File: src/rtl/cpu_pkg.sv
// Shared CPU definitions for the register-file writeback path.
// Holds widths, producer indices, the writeback request struct and a
// small helper that turns a destination register into a one-hot mask.
package cpu_pkg;

  localparam int XLEN   = 32;
  localparam int AW     = 5;
  localparam int NUM_WB = 3;

  typedef logic [1:0] wb_idx_t;

  localparam wb_idx_t WB_ALU = 2'd0;
  localparam wb_idx_t WB_LSU = 2'd1;
  localparam wb_idx_t WB_AMO = 2'd2;

  typedef struct packed {
    logic            valid;
    logic [AW-1:0]   rd;
    logic [XLEN-1:0] data;
  } wb_req_t;

  // One-hot of rd when en is set; x0 never appears in the mask.
  function automatic logic [31:0] rd_onehot(input logic en, input logic [AW-1:0] rd);
    logic [31:0] m;
    m = '0;
    if (en && (rd != '0)) m[rd] = 1'b1;
    return m;
  endfunction

endpackage

File: src/rtl/regfile_wb_arbiter_if.sv
// Producer handshakes plus the two register-file write ports.
// The arbiter side is the slave modport; producers and the regfile use master.
// No clock in here: clk/reset stay plain ports on the arbiter.
interface regfile_wb_arbiter_if;
  import cpu_pkg::*;

  logic            alu_valid;
  logic [AW-1:0]   alu_rd;
  logic [XLEN-1:0] alu_data;
  logic            alu_ready;

  logic            lsu_valid;
  logic [AW-1:0]   lsu_rd;
  logic [XLEN-1:0] lsu_data;
  logic            lsu_ready;

  logic            amo_valid;
  logic [AW-1:0]   amo_rd;
  logic [XLEN-1:0] amo_data;
  logic            amo_ready;

  logic            wr_en;
  logic [AW-1:0]   wr_rd;
  logic [XLEN-1:0] wr_data;

  logic            awr_en;
  logic [AW-1:0]   awr_rd;
  logic [XLEN-1:0] awr_data;

  logic [31:0]     pending_mask;

  modport slave (
    input  alu_valid, alu_rd, alu_data,
    input  lsu_valid, lsu_rd, lsu_data,
    input  amo_valid, amo_rd, amo_data,
    output alu_ready, lsu_ready, amo_ready,
    output wr_en, wr_rd, wr_data,
    output awr_en, awr_rd, awr_data,
    output pending_mask
  );

  modport master (
    output alu_valid, alu_rd, alu_data,
    output lsu_valid, lsu_rd, lsu_data,
    output amo_valid, amo_rd, amo_data,
    input  alu_ready, lsu_ready, amo_ready,
    input  wr_en, wr_rd, wr_data,
    input  awr_en, awr_rd, awr_data,
    input  pending_mask
  );

endinterface

File: src/rtl/regfile_wb_arbiter_port_grant.sv
// Greedy allocator of the normal and atomic regfile write ports.
// Latency: purely combinational (grants in the same cycle as requests).
// Backpressure: losers get ready=0 and must hold; rd==0 is always accepted and dropped.
module wb_port_grant
  import cpu_pkg::*;
(
  input  wb_req_t [NUM_WB-1:0] req_i,
  input  logic                 prefer_lsu_i,
  output logic [NUM_WB-1:0]    ready_o,
  output logic [NUM_WB-1:0]    norm_grant_o,
  output logic [NUM_WB-1:0]    atom_grant_o
);

  wb_idx_t       order [NUM_WB];
  wb_idx_t       idx;
  logic          norm_used;
  logic          atom_used;
  logic [AW-1:0] norm_rd;
  logic [AW-1:0] atom_rd;
  logic          clash;

  // Walk candidates AMO, preferred, other; each takes the first free eligible
  // port unless its rd already owns a port this cycle.
  always_comb begin
    ready_o      = '0;
    norm_grant_o = '0;
    atom_grant_o = '0;
    norm_used    = 1'b0;
    atom_used    = 1'b0;
    norm_rd      = '0;
    atom_rd      = '0;
    clash        = 1'b0;
    idx          = WB_ALU;
    order[0]     = WB_AMO;
    order[1]     = prefer_lsu_i ? WB_LSU : WB_ALU;
    order[2]     = prefer_lsu_i ? WB_ALU : WB_LSU;

    for (int k = 0; k < NUM_WB; k++) begin
      idx = order[k];
      if (req_i[idx].valid) begin
        if (req_i[idx].rd == '0) begin
          // Writes to x0 are discarded without touching a port.
          ready_o[idx] = 1'b1;
        end else begin
          clash = (norm_used && (norm_rd == req_i[idx].rd)) ||
                  (atom_used && (atom_rd == req_i[idx].rd));
          if (!clash) begin
            if ((idx != WB_AMO) && !norm_used) begin
              norm_grant_o[idx] = 1'b1;
              ready_o[idx]      = 1'b1;
              norm_used         = 1'b1;
              norm_rd           = req_i[idx].rd;
            end else if (!atom_used) begin
              atom_grant_o[idx] = 1'b1;
              ready_o[idx]      = 1'b1;
              atom_used         = 1'b1;
              atom_rd           = req_i[idx].rd;
            end
          end
        end
      end
    end
  end

endmodule

File: src/rtl/regfile_wb_arbiter.sv
// Writeback arbiter: up to two regfile writes per cycle from ALU, LSU and AMO.
// Latency: handshake in cycle N, registered write ports drive the regfile in N+1.
// Backpressure: combinational ready per producer; no queue, ungranted producers retry.
module regfile_wb_arbiter
  import cpu_pkg::*;
(
  input  logic                 clk,
  input  logic                 reset,
  regfile_wb_arbiter_if.slave  wb
);

  wb_req_t [NUM_WB-1:0] req;
  logic [NUM_WB-1:0]    ready;
  logic [NUM_WB-1:0]    norm_grant;
  logic [NUM_WB-1:0]    atom_grant;

  logic                 prefer_lsu_q, prefer_lsu_d;
  logic                 wr_en_q, wr_en_d;
  logic [AW-1:0]        wr_rd_q, wr_rd_d;
  logic [XLEN-1:0]      wr_data_q, wr_data_d;
  logic                 awr_en_q, awr_en_d;
  logic [AW-1:0]        awr_rd_q, awr_rd_d;
  logic [XLEN-1:0]      awr_data_q, awr_data_d;

  logic                 alu_granted;
  logic                 lsu_granted;
  logic                 both_nonzero;

  // Collect requests; masking valid with reset keeps every ready low in reset.
  always_comb begin
    req              = '0;
    req[WB_ALU]      = '{valid: wb.alu_valid & reset, rd: wb.alu_rd, data: wb.alu_data};
    req[WB_LSU]      = '{valid: wb.lsu_valid & reset, rd: wb.lsu_rd, data: wb.lsu_data};
    req[WB_AMO]      = '{valid: wb.amo_valid & reset, rd: wb.amo_rd, data: wb.amo_data};
  end

  wb_port_grant u_grant (
    .req_i        (req),
    .prefer_lsu_i (prefer_lsu_q),
    .ready_o      (ready),
    .norm_grant_o (norm_grant),
    .atom_grant_o (atom_grant)
  );

  assign wb.alu_ready = ready[WB_ALU];
  assign wb.lsu_ready = ready[WB_LSU];
  assign wb.amo_ready = ready[WB_AMO];

  // Port next-state: enables follow grants, rd/data only reload on a grant.
  always_comb begin
    wr_en_d    = |norm_grant;
    wr_rd_d    = wr_rd_q;
    wr_data_d  = wr_data_q;
    awr_en_d   = |atom_grant;
    awr_rd_d   = awr_rd_q;
    awr_data_d = awr_data_q;
    for (int i = 0; i < NUM_WB; i++) begin
      if (norm_grant[i]) begin
        wr_rd_d   = req[i].rd;
        wr_data_d = req[i].data;
      end
      if (atom_grant[i]) begin
        awr_rd_d   = req[i].rd;
        awr_data_d = req[i].data;
      end
    end
  end

  assign alu_granted  = norm_grant[WB_ALU] | atom_grant[WB_ALU];
  assign lsu_granted  = norm_grant[WB_LSU] | atom_grant[WB_LSU];
  assign both_nonzero = req[WB_ALU].valid && (req[WB_ALU].rd != '0) &&
                        req[WB_LSU].valid && (req[WB_LSU].rd != '0);

  // ALU/LSU fairness: favour whoever lost, alternate when both won.
  always_comb begin
    prefer_lsu_d = prefer_lsu_q;
    if (both_nonzero) begin
      if (alu_granted && lsu_granted) prefer_lsu_d = ~prefer_lsu_q;
      else if (alu_granted)           prefer_lsu_d = 1'b1;
      else if (lsu_granted)           prefer_lsu_d = 1'b0;
    end
  end

  // Output registers and the priority flop.
  always_ff @(posedge clk or negedge reset) begin
    if (!reset) begin
      prefer_lsu_q <= 1'b0;
      wr_en_q      <= 1'b0;
      wr_rd_q      <= '0;
      wr_data_q    <= '0;
      awr_en_q     <= 1'b0;
      awr_rd_q     <= '0;
      awr_data_q   <= '0;
    end else begin
      prefer_lsu_q <= prefer_lsu_d;
      wr_en_q      <= wr_en_d;
      wr_rd_q      <= wr_rd_d;
      wr_data_q    <= wr_data_d;
      awr_en_q     <= awr_en_d;
      awr_rd_q     <= awr_rd_d;
      awr_data_q   <= awr_data_d;
    end
  end

  assign wb.wr_en        = wr_en_q;
  assign wb.wr_rd        = wr_rd_q;
  assign wb.wr_data      = wr_data_q;
  assign wb.awr_en       = awr_en_q;
  assign wb.awr_rd       = awr_rd_q;
  assign wb.awr_data     = awr_data_q;
  assign wb.pending_mask = rd_onehot(wr_en_q, wr_rd_q) | rd_onehot(awr_en_q, awr_rd_q);

  // The regfile drops same-rd dual writes; the allocator must never produce one.
  a_no_dual_same_rd: assert property (@(posedge clk) disable iff (!reset)
    (wr_en_q && awr_en_q) |-> (wr_rd_q != awr_rd_q));

endmodule
File: src/flat_wrapper.sv
// flat-port wrapper written by rule: the top's interface ports become plain ports
module regfile_wb_arbiter_flat import cpu_pkg::*;
  (clk, reset, wb_alu_valid, wb_alu_rd, wb_alu_data, wb_lsu_valid, wb_lsu_rd, wb_lsu_data, wb_amo_valid, wb_amo_rd, wb_amo_data, wb_alu_ready, wb_lsu_ready, wb_amo_ready, wb_wr_en, wb_wr_rd, wb_wr_data, wb_awr_en, wb_awr_rd, wb_awr_data, wb_pending_mask);
  regfile_wb_arbiter_if wb_i ();
  input  logic clk;
  input  logic reset;
  input wire logic [$bits(wb_i.alu_valid)-1:0] wb_alu_valid;
  input wire logic [$bits(wb_i.alu_rd)-1:0] wb_alu_rd;
  input wire logic [$bits(wb_i.alu_data)-1:0] wb_alu_data;
  input wire logic [$bits(wb_i.lsu_valid)-1:0] wb_lsu_valid;
  input wire logic [$bits(wb_i.lsu_rd)-1:0] wb_lsu_rd;
  input wire logic [$bits(wb_i.lsu_data)-1:0] wb_lsu_data;
  input wire logic [$bits(wb_i.amo_valid)-1:0] wb_amo_valid;
  input wire logic [$bits(wb_i.amo_rd)-1:0] wb_amo_rd;
  input wire logic [$bits(wb_i.amo_data)-1:0] wb_amo_data;
  output wire logic [$bits(wb_i.alu_ready)-1:0] wb_alu_ready;
  output wire logic [$bits(wb_i.lsu_ready)-1:0] wb_lsu_ready;
  output wire logic [$bits(wb_i.amo_ready)-1:0] wb_amo_ready;
  output wire logic [$bits(wb_i.wr_en)-1:0] wb_wr_en;
  output wire logic [$bits(wb_i.wr_rd)-1:0] wb_wr_rd;
  output wire logic [$bits(wb_i.wr_data)-1:0] wb_wr_data;
  output wire logic [$bits(wb_i.awr_en)-1:0] wb_awr_en;
  output wire logic [$bits(wb_i.awr_rd)-1:0] wb_awr_rd;
  output wire logic [$bits(wb_i.awr_data)-1:0] wb_awr_data;
  output wire logic [$bits(wb_i.pending_mask)-1:0] wb_pending_mask;
  assign wb_i.alu_valid = wb_alu_valid;
  assign wb_i.alu_rd = wb_alu_rd;
  assign wb_i.alu_data = wb_alu_data;
  assign wb_i.lsu_valid = wb_lsu_valid;
  assign wb_i.lsu_rd = wb_lsu_rd;
  assign wb_i.lsu_data = wb_lsu_data;
  assign wb_i.amo_valid = wb_amo_valid;
  assign wb_i.amo_rd = wb_amo_rd;
  assign wb_i.amo_data = wb_amo_data;
  assign wb_alu_ready = wb_i.alu_ready;
  assign wb_lsu_ready = wb_i.lsu_ready;
  assign wb_amo_ready = wb_i.amo_ready;
  assign wb_wr_en = wb_i.wr_en;
  assign wb_wr_rd = wb_i.wr_rd;
  assign wb_wr_data = wb_i.wr_data;
  assign wb_awr_en = wb_i.awr_en;
  assign wb_awr_rd = wb_i.awr_rd;
  assign wb_awr_data = wb_i.awr_data;
  assign wb_pending_mask = wb_i.pending_mask;
  regfile_wb_arbiter u_core (.clk(clk), .reset(reset), .wb(wb_i));
endmodule
File: config.mk
export PLATFORM = sky130hd
export DESIGN_NAME = regfile_wb_arbiter_flat
export DESIGN_NICKNAME = d
export VERILOG_FILES = /design/src/rtl/cpu_pkg.sv /design/src/rtl/regfile_wb_arbiter_if.sv /design/src/rtl/regfile_wb_arbiter_port_grant.sv /design/src/rtl/regfile_wb_arbiter.sv /design/src/flat_wrapper.sv
export SDC_FILE = /design/constraint.sdc
export NUM_CORES = 1
export LEC_CHECK = 0
export CAP_MARGIN = 20
export CORE_MARGIN = 10
export CORE_UTILIZATION = 55
export CTS_CLUSTER_DIAMETER = 100
export DETAILED_ROUTE_END_ITERATION = 10
export DONT_BUFFER_PORTS = 1
export PLACE_DENSITY = 0.7
export SKIP_LAST_GASP = 1
export SLEW_MARGIN = 20
export SYNTH_ARGS = -nofsm -noshare
export SYNTH_HDL_FRONTEND = slang
export SYNTH_SLANG_ARGS = --single-unit
File: constraint.sdc
create_clock -name clk -period 6.1 [get_ports clk]
set_clock_uncertainty 0.15 [all_clocks]
set_input_delay 0.61 -clock clk [delete_from_list [all_inputs] [get_ports clk]]
set_output_delay 0.61 -clock clk [all_outputs]
set_load 0.02 [all_outputs]
==> reports/summary.txt <==
drt total wl - 17,200 µm
Sw Share - 46.36%
die height - 115.7 µm
vias - 4,598
port bufs - 0
Slew @ Worst Pin - 1.110 ns
routed wire length per instance - 26.10 µm
Placed Cells - 643
Post-synth EDFFs - 0
CTS buffer count - 9
Fill cells - 804
Placer Congestion - 0.9174
outcome - finished clean
leading area contributor after synthesis - dfrtp_1
fin. max-slew vios - 0
Critical Path RT - 5.34 ns
GRT Overall Usage - 24.16%
slowest stage cell, crit path - dfrtp_1
RSZ-0062 raised after global routing - no
Power Dens Cells - 412.3 mW/mm²
post-layout min period - 4.419 ns
share of the synthesized area in the top cell type - 38.27%
setup slack after layout - 1.681 ns
Synth top cells by count - 77 x dfrtp_1, 75 x a21oi_1, 51 x nor2_1
DIE WIDTH - 115.7 µm
Net Count, Synth - 700
Final Hold Vio Count - 0
first-pass GRT wire length - 25,790 µm
synth warn - 0
flops & latches, synth - 77
Synth Instances - 584
crit-path cells - mux2i_1 -> xor2_1 -> nor2b_1 -> nand2_1 -> o32ai_1 -> a22oi_1 -> o31ai_1
post-cts repair resize count - 0
most common cell in the synthesized netlist - dfrtp_1
f_max - 226.3 MHz
initial antenna violation count - 0
ys async rst share - 100.0%
syn_area_per_cell - 8.621 µm²
Reg power frac - 52.0%
Root Buffer - clkbuf_8
Hold WC Path Type - in2async
register area share after synthesis - 38.27%
Post-DP HPWL - 12,090 µm
Max-Cap Viols - 0
Main synth FF type - dfrtp_1
design area - 0.005197 mm²
number of global-route vias before repair - 4,450
internal power - 1150 µW
Routed Antenna Nets - 0
die area - 0.01338 mm²
DR iter-0 viols - 383
Antenna diodes - 0
Core Rows - 34
startpoint types - register
TritonCTS Sinks - 77
initial core utilization - 57.18%
Pleak - 0.001960 µW
crit end category - output port
Max IR drop VDD - 0.2449 mV
Setup TNS - 0 ns
Tcrit/Tclk final - 72.44%
Post-route DRC - 0
first drt pass iteration count - 5
clock tree buffer depth - 2
largest net degree at the start of global routing - 78
post-place setup slack - 2.162 ns
non-filler cells, final - 659
Crit Path Max Fanout - 25
GRT overflow - 0
# IOs - 227
Clock Latency Late Sink - 0.34 ns
CORE AREA - 0.008806 mm²
placed inst area - 0.004957 mm²
critical path's largest stage delay - 1.08 ns
Worst-path clk slew - 0.08 ns
clock power share - 19.8%
share of cells above drive strength 1 - 7.260%
Via density - 6.977
Slew HR - 25.97%
NetSw - 993.5 µW
Worst Path Arrival - 3.66 ns
Post-Synthesis Cell Area - 0.005035 mm²
Nets - 663
H-tree levels - 3
Gate power share - 28.1%
post-synth cell types - 51
critical path class - reg2out
CTS tree - yes
endpoints failing setup - 0
P&R area growth vs syn - 3.231%
synth top area cells - dfrtp_1 38%, mux2i_1 9.7%, a21oi_1 7.5%, a32oi_1 5.6%, nor2_1 3.8%
==> path summary, 6_finish.rpt <==
kind / from / to / slack (ns) / cells past startpoint
worst max-delay path: u_core.prefer_lsu_q / wb_alu_ready / 1.68 / 7
worst min-delay path: reset / u_core.wb.awr_data[2] / 0.01 / 1
worst max register to register: u_core.prefer_lsu_q / u_core.wb.wr_data[26] / 2.35 / 8
worst min register to register: u_core.wb.awr_data[3] / u_core.wb.awr_data[3] / 0.49 / 2
max in group asynchronous: reset / u_core.wb.wr_data[31] / 5.49 / 1
min in group clk: wb_lsu_data[16] / u_core.wb.awr_data[16] / 0.27 / 2
==> power groups by stage <==
| stage | logic [µW] | registers (µW) | clock network (µW) |
|---|---|---|---|
| final | 603 | 1120 | 425 |
| after global routing | 668 | 1140 | 455 |
| after CTS | 601 | 1120 | 433 |
| after detailed placement | 589 | 1120 | 0 |
| after global placement | 565 | 1120 | 0 |
| after floorplan | 569 | 991 | 0 |
==> critical path: cells and delay by family (launching register included) <==
kind,cells,cell delay [ns]
AND/OR/NAND/NOR,2,0.72
AO/OA/AOI/OAI,3,0.99
flip-flops,1,1.08
XOR/XNOR,1,0.20
multiplexers,1,0.31
==> flip-flops by register name (all words and copies together) (netlist names) <==
register / count
u_core.prefer_lsu_q: 1
u_core.wb.awr_data: 32
u_core.wb.awr_en: 1
u_core.wb.awr_rd: 5
u_core.wb.wr_data: 32
u_core.wb.wr_en: 1
u_core.wb.wr_rd: 5
==> through the flow <==
step,total power (µW),utilization [%],hold WS [ns]
3_5_place_dp,1713,56.29,0.1683
4_1_cts,2152,59.02,0.007851
6_report,2143,59.02,0.009530
3_3_place_gp,1684,56.29,0.1683
2_1_floorplan,1559,-,0.1644
5_1_grt,2265,59.02,0.009505
==> cell usage in the layout, fill, tap and decap left out, types with 2 or more instances in the layout <==
| cell type | synthesis | final |
|---|---|---|
| buf_4 | 7 | 8 |
| o211a_1 | 5 | 5 |
| nand4b_1 | 7 | 7 |
| nand3b_1 | 9 | 9 |
| bufinv_16 | 0 | 2 |
| nand2_1 | 13 | 13 |
| mux2i_1 | 49 | 49 |
| a21oi_1 | 75 | 74 |
| a32oi_1 | 32 | 32 |
| xnor2_1 | 2 | 2 |
| or3b_2 | 4 | 4 |
| or3_1 | 2 | 2 |
| clkbuf_8 | 0 | 9 |
| nand3_1 | 37 | 37 |
| nor2b_1 | 2 | 2 |
| o21ai_0 | 35 | 35 |
| inv_1 | 32 | 32 |
| or4_1 | 3 | 3 |
| o22ai_1 | 29 | 29 |
| and2_1 | 3 | 3 |
| xor2_1 | 13 | 13 |
| nor4_1 | 6 | 5 |
| o21ai_1 | 5 | 5 |
| or2_2 | 2 | 2 |
| o211ai_1 | 2 | 2 |
| nand2b_1 | 4 | 4 |
| o32ai_1 | 3 | 3 |
| dfrtp_1 | 77 | 77 |
| nand4_1 | 6 | 6 |
| nor2_1 | 51 | 51 |
==> cell families (layout without fill, tap and decap cells) <==
family,after synthesis,in the layout,synth area share (%)
other,1,1,0.07448
and+or+nand+nor,152,152,15.71
xor gates and xnor gates,15,15,2.609
muxes,50,50,9.965
AOI/OAI and AO/OA,199,199,25.07
DFF,77,77,38.27
buffers and inverters,90,57,8.300
==> repair_timing <==
action	CTS	global route
hold buffers	1	0
endpoints found under the setup margin	0	0
buffers inserted	0	0
endpoints found under the hold margin	77	0
==> cell type report <==
class                   count  area, µm²  area share [%]
clock buffers              10      127.6           2.455
clock inverters             5      85.08           1.637
inverters                  33      123.9           2.383
multi-input cells         417       2711           52.17
flip-flops and latches     77       1927           37.07
well taps                 108      135.1           2.600
repair buffers              9      87.58           1.685
==> metal layers <==
layer	track usage (%)	wire (µm)	vias up
met3	10.96	2325	22
met4	5.671	176	0
met1	29.34	6397	2215
met2	38.56	8298	286
li1	-	-	2075
met5	0	0	-
Power figures use the tool's default switching activity.
